### config.mk
export PLATFORM = sky130hd
export DESIGN_NAME = sirv_tl_frag_ctrl
export DESIGN_NICKNAME = d
export VERILOG_FILES = /design/src/rtl/sirv_tl_frag_ctrl.sv
export SDC_FILE = /design/constraint.sdc
export NUM_CORES = 1
export LEC_CHECK = 0
export CAP_MARGIN = 25
export CORE_UTILIZATION = 40
export CTS_CLUSTER_DIAMETER = 100
export DETAILED_ROUTE_END_ITERATION = 16
export DONT_BUFFER_PORTS = 1
export GPL_ROUTABILITY_DRIVEN = 0
export PLACE_DENSITY = 0.61
export SLEW_MARGIN = 10
export SYNTH_ARGS = -nofsm -noshare
export SYNTH_HDL_FRONTEND = slang
export SYNTH_SLANG_ARGS = --single-unit
### constraint.sdc
create_clock -name clock_i -period 2.52 [get_ports clock_i]
set_clock_uncertainty 0.1 [all_clocks]
set_input_delay 0.252 -clock clock_i [delete_from_list [all_inputs] [get_ports clock_i]]
set_output_delay 0.252 -clock clock_i [all_outputs]
set_load 0.02 [all_outputs]
### src/rtl/sirv_tl_frag_ctrl.sv
// Fragmenting sequencer for sirv_repeater_6: splits one TL-UL A request into 2^FRAG_SIZE-byte
// beats via the repeater's rpt input and merges the per-fragment D responses into one.
//   state   | meaning
//   S_IDLE  | no request; capture size/source of a presented beat
//   S_ISSUE | emitting fragments, responses may already return
//   S_WAIT  | all fragments issued, collecting remaining responses
module sirv_tl_frag_ctrl #(
  parameter int ADDR_W    = 30,
  parameter int SRC_W     = 2,
  parameter int MAX_SIZE  = 3,
  parameter int FRAG_SIZE = 0
) (
  input  logic              clock_i,
  input  logic              reset_i,
  output logic              rpt_o,
  input  logic              in_valid_i,
  output logic              in_ready_o,
  input  logic [2:0]        in_size_i,
  input  logic [SRC_W-1:0]  in_source_i,
  input  logic [ADDR_W-1:0] in_address_i,
  output logic              out_valid_o,
  input  logic              out_ready_i,
  output logic [2:0]        out_size_o,
  output logic [ADDR_W-1:0] out_address_o,
  input  logic              d_in_valid_i,
  output logic              d_in_ready_o,
  input  logic              d_in_error_i,
  output logic              d_out_valid_o,
  input  logic              d_out_ready_i,
  output logic [2:0]        d_out_size_o,
  output logic [SRC_W-1:0]  d_out_source_o,
  output logic              d_out_error_o
);

  localparam int CNT_W = MAX_SIZE - FRAG_SIZE + 1;

  typedef enum logic [1:0] {S_IDLE, S_ISSUE, S_WAIT} state_e;

  state_e            state_q, state_d;
  logic [2:0]        size_q, size_d;
  logic [SRC_W-1:0]  src_q, src_d;
  logic [CNT_W-1:0]  icnt_q, icnt_d;
  logic [CNT_W-1:0]  rcnt_q, rcnt_d;
  logic              err_q, err_d;

  logic [CNT_W-1:0]  last_idx;
  logic              ilast, rlast;
  logic              a_fire, d_final_fire;
  logic [2:0]        frag_size;
  logic [ADDR_W-1:0] frag_addr;

  // nfrag-1 is a run of (size-FRAG_SIZE) ones; zero when the request fits one fragment
  always_comb begin
    last_idx = '0;
    for (int i = 0; i < CNT_W; i++) begin
      if ((int'(size_q) - FRAG_SIZE) > i) last_idx[i] = 1'b1;
    end
  end

  assign ilast     = (icnt_q == last_idx);
  assign rlast     = (rcnt_q == last_idx);
  assign frag_size = (in_size_i > 3'(FRAG_SIZE)) ? 3'(FRAG_SIZE) : in_size_i;
  assign frag_addr = in_address_i | (ADDR_W'(icnt_q) << FRAG_SIZE);
  assign a_fire    = in_valid_i & out_ready_i;

  assign d_out_size_o   = size_q;
  assign d_out_source_o = src_q;

  always_comb begin
    state_d       = state_q;
    size_d        = size_q;
    src_d         = src_q;
    icnt_d        = icnt_q;
    rcnt_d        = rcnt_q;
    err_d         = err_q;
    rpt_o         = 1'b0;
    in_ready_o    = 1'b0;
    out_valid_o   = 1'b0;
    out_size_o    = '0;
    out_address_o = '0;
    d_in_ready_o  = 1'b0;
    d_out_valid_o = 1'b0;
    d_out_error_o = 1'b0;
    d_final_fire  = 1'b0;

    // Non-final responses are swallowed; only the last one reaches the originator
    if (state_q != S_IDLE) begin
      d_out_error_o = err_q | d_in_error_i;
      if (rlast) begin
        d_out_valid_o = d_in_valid_i;
        d_in_ready_o  = d_out_ready_i;
        d_final_fire  = d_in_valid_i & d_out_ready_i;
      end else begin
        d_in_ready_o = 1'b1;
        if (d_in_valid_i) begin
          rcnt_d = rcnt_q + CNT_W'(1);
          err_d  = err_q | d_in_error_i;
        end
      end
    end

    case (state_q)
      S_IDLE: begin
        if (in_valid_i) begin
          size_d  = in_size_i;
          src_d   = in_source_i;
          icnt_d  = '0;
          rcnt_d  = '0;
          err_d   = 1'b0;
          state_d = S_ISSUE;
        end
      end
      S_ISSUE: begin
        out_valid_o   = in_valid_i;
        in_ready_o    = out_ready_i;
        rpt_o         = ~ilast;
        out_size_o    = frag_size;
        out_address_o = frag_addr;
        if (a_fire) begin
          icnt_d = icnt_q + CNT_W'(1);
          if (ilast) state_d = d_final_fire ? S_IDLE : S_WAIT;
        end
      end
      S_WAIT: begin
        if (d_final_fire) state_d = S_IDLE;
      end
      default: state_d = S_IDLE;
    endcase
  end

  always_ff @(posedge clock_i) begin
    if (reset_i) begin
      state_q <= S_IDLE;
      size_q  <= '0;
      src_q   <= '0;
      icnt_q  <= '0;
      rcnt_q  <= '0;
      err_q   <= 1'b0;
    end else begin
      state_q <= state_d;
      size_q  <= size_d;
      src_q   <= src_d;
      icnt_q  <= icnt_d;
      rcnt_q  <= rcnt_d;
      err_q   <= err_d;
    end
  end

endmodule
==> results.py <==
metrics = {
    "power_and_ir_drop": {
        "p_seq_frac": 0.454,
        "ir_drop_mv": 0.460,
        "p_comb_frac": 0.276,
        "pwr-share-clk": 0.269,
        "powerDensity_nw_per_um2": 532,
        "p_leak_nw": 0.460,
        "switching_share": 0.350,
        "switching_power_mw": 0.219,
        "internal_power_mw": 0.407,
    },
    "layout": {
        "fill_cells": 245,
        "drive_gt1_frac": 0.0822,
        "n_antenna_cell": 0,
        "stdcell_area_sq_um": 1180,
        "final_common_cell": "and2_1",
        "final_nets": 191,
        "mostFrequentLayoutCells": "28 x and2_1, 21 x nor2_1, 16 x dfxtp_1",
        "layout.cells.non_filler": 176,
        "areaGrowthSynthToFinish_pct": 9.79,
    },
    "setup_path": {
        "r2r_cells": 5,
        "cp-start-kind": "flip-flop",
        "worstPathCellList": "or4_1 -> o22ai_1 -> o21ai_0 -> nor2_1",
        "cp_max_fo": 8,
        "path_class": "flip-flop to output port",
        "critical-path-slowest-cell": "or4_1",
        "crit_required_ns": 2.17,
        "reg2reg_to": "state_q[1]$_SDFFE_PP0P_",
        "worstSetupEndpointType": "output port",
        "reg2reg_from": "d_out_size_o[2]$_SDFFE_PP0P_",
        "critPathBufInv": 0,
        "crit_path_max_incr_delay_ns": 0.56,
        "critPathArrivalTime_ns": 1.96,
        "r2r_slack_ns": 0.49,
        "crit_family": "simple AND/OR/NAND/NOR gates",
    },
    "place": {
        "place_area_sq_um": 1100,
        "io_buffers": 0,
        "place_ws_ns": 0.488,
        "dp.cells": 168,
        "hpwl_mm": 1.88,
    },
    "hold_path": {
        "min-delay-start": "in_size_i[2]",
        "whs_path_depth": 2,
        "hold_class": "primary input to flip-flop",
        "hold_end": "d_out_size_o[2]$_SDFFE_PP0P_",
    },
    "route": {
        "dr_wl_met2_mm": 1.13,
        "wire_per_inst_microns": 13.4,
        "num_vias": 984,
        "via_per_inst": 5.59,
        "drt_iter0_drc": 11,
        "wl_met1_mm": 1.05,
        "highest_layer": "met3",
        "drc_errors": 0,
        "ant_nets": 0,
        "drt_pass1_iterations": 4,
        "met3_length_microns": 182,
        "wl_mm": 2.36,
    },
    "die": {
        "dieWidth_microns": 53.8,
        "initial_core_util": 0.429,
        "core_sq_um": 2500,
        "ioPinCount": 86,
        "core.rowCount": 18,
        "die_h_microns": 53.8,
        "die_area_sq_um": 2890,
    },
    "synth": {
        "async_reset_ff_frac": 0,
        "synth-edff-count": 0,
        "synth_top_flop_cell": "dfxtp_1",
        "syn_area_per_cell_sq_um": 7.61,
        "ys_ff_latch": 16,
        "yosys-top-cells-area": "dfxtp_1 30%, and2_1 16%, nor2_1 7.3%",
        "yosysSeqAreaShare": 0.298,
        "ys_warn_count": 0,
        "syn_inst": 141,
        "synth_cell_types": 37,
        "synth_top_area_frac": 0.298,
        "syn_area_sq_um": 1070,
        "synth_largest_area_cell": "dfxtp_1",
    },
    "timing": {
        "slew_headroom": 0.548,
        "setup_viol_count_final": 0,
        "period_share": 0.918,
        "grt_setup_unrepaired": "no",
        "setup_ws_ns": 0.207,
        "hold_slack_ns": 0.0149,
        "hold_violations": 0,
        "min_period_ns": 2.31,
        "fmax_ghz": 0.432,
        "worst_pin_slew_ns": 0.673,
        "slew_viol_final": 0,
        "setup-tns-final_ns": 0,
    },
    "grt": {
        "grt_pass1_wl_mm": 3.69,
        "grt_antenna_before_repair": 0,
        "first_global_vias": 864,
        "grt.total_usage": 0.172,
        "grt_max_degree": 22,
        "grt.overflow.total": 0,
    },
    "clock_network": {
        "cts_made_buffers": 3,
        "clk_latency_ns": 0.28,
        "cts-root-buf": "clkbuf_4",
        "cts_buffer_depth": 2,
        "post_cts_buffers": 0,
        "cts.clk_slew.worst_paths_ns": 0.09,
        "tritoncts": "built",
        "cts_sinks": 16,
        "htree_levels": 1,
    },
    "outcome": {
        "outcome": "finished, final reports clean",
    },
    "run": {
        "cap_violations": 0,
    },
}
==> layer usage <==
| metal | up-vias | track usage |
|---|---|---|
| met3 | 0 | 0.0791 |
| met5 | - | 0 |
| met1 | 460 | 0.222 |
| met2 | 42 | 0.278 |
| met4 | 0 | 0 |
| li1 | 482 | - |
==> what timing repair did <==
action                     4_1_cts  5_1_grt
hold buffers                     4        0
setup endpoints to repair        0        0
resized for setup                0        0
hold endpoints to repair        11        0
==> through the flow <==
step | util | power, mW
global placement | 0.441 | 0.455
global route | 0.471 | 0.668
finish | 0.471 | 0.627
CTS | 0.471 | 0.636
floorplan | - | 0.438
detailed placement | 0.441 | 0.458
==> worst max path at each step <==
stage	start	endpoint	slack (ns)	cells past startpoint
final	d_out_size_o[2]$_SDFFE_PP0P_	d_out_valid_o	0.21	4
after global routing	d_out_size_o[2]$_SDFFE_PP0P_	d_out_valid_o	0.03	4
after CTS	d_out_size_o[2]$_SDFFE_PP0P_	d_out_valid_o	0.19	4
after detailed placement	d_out_size_o[2]$_SDFFE_PP0P_	state_q[1]$_SDFFE_PP0P_	0.49	5
after global placement	d_out_size_o[2]$_SDFFE_PP0P_	state_q[1]$_SDFFE_PP0P_	0.51	5
after floorplan	d_out_size_o[2]$_SDFFE_PP0P_	state_q[1]$_SDFFE_PP0P_	0.63	5
==> layout make-up <==
| cell class | instances | area, sq um | share of cell area |
|---|---|---|---|
| clock buffers | 4 | 36.3 | 0.0308 |
| flip-flops and latches | 16 | 320 | 0.272 |
| inverters | 5 | 18.8 | 0.0159 |
| well taps | 30 | 37.5 | 0.0318 |
| repair buffers | 8 | 70.1 | 0.0594 |
| multi-input cells | 113 | 696 | 0.590 |
==> logic make-up (layout without fill, tap and decap cells) <==
group                      count (synthesis)  count (layout)  synth area share
xor gates and xnor gates                   6               6            0.0490
AOI/OAI and AO/OA                         25              25             0.156
and+or+nand+nor                           72              72             0.362
adders and majority gates                  2               2            0.0233
other                                      1               3           0.00349
buffers and inverters                     14              17            0.0606
DFF                                       16              16             0.298
muxes                                      5               5            0.0466
==> registers in the layout, indices dropped and copies added (netlist names) <==
register,flops
icnt_q,4
rcnt_q,4
d_out_size_o,3
d_out_source_o,2
state_q,2
err_q,1
==> cell usage after synthesis (2+ instances only) <==
cell and instances:
nand4_1 3, a21oi_1 5, a22oi_1 2, ha_1 2
xnor2_1 2, or3_1 2, clkbuf_1 5, dfxtp_1 16
o21ai_0 5, and2_1 28, nand2_1 4, nor2_1 21
buf_4 3, mux2i_1 5, or2_2 2, nor3_1 2
xor2_1 4, o21a_1 4, nand3_1 4, inv_1 5
==> power groups by stage <==
stage / clock, mW / combinational (mW) / sequential (mW)
2_1_floorplan: 0 / 0.152 / 0.285
3_5_place_dp: 0 / 0.168 / 0.290
5_1_grt: 0.185 / 0.196 / 0.287
6_report: 0.169 / 0.173 / 0.284
3_3_place_gp: 0 / 0.166 / 0.290
4_1_cts: 0.176 / 0.175 / 0.284
==> worst register-to-register path, cell delays in order, from the launching register on <==
cell and delay (ns):
dfxtp_1 0.44, or4_1 0.56, o22ai_1 0.18, o21ai_0 0.13, nor2_1 0.37, a211oi_1 0.13
No activity file was read; power rests on OpenSTA's default activity.
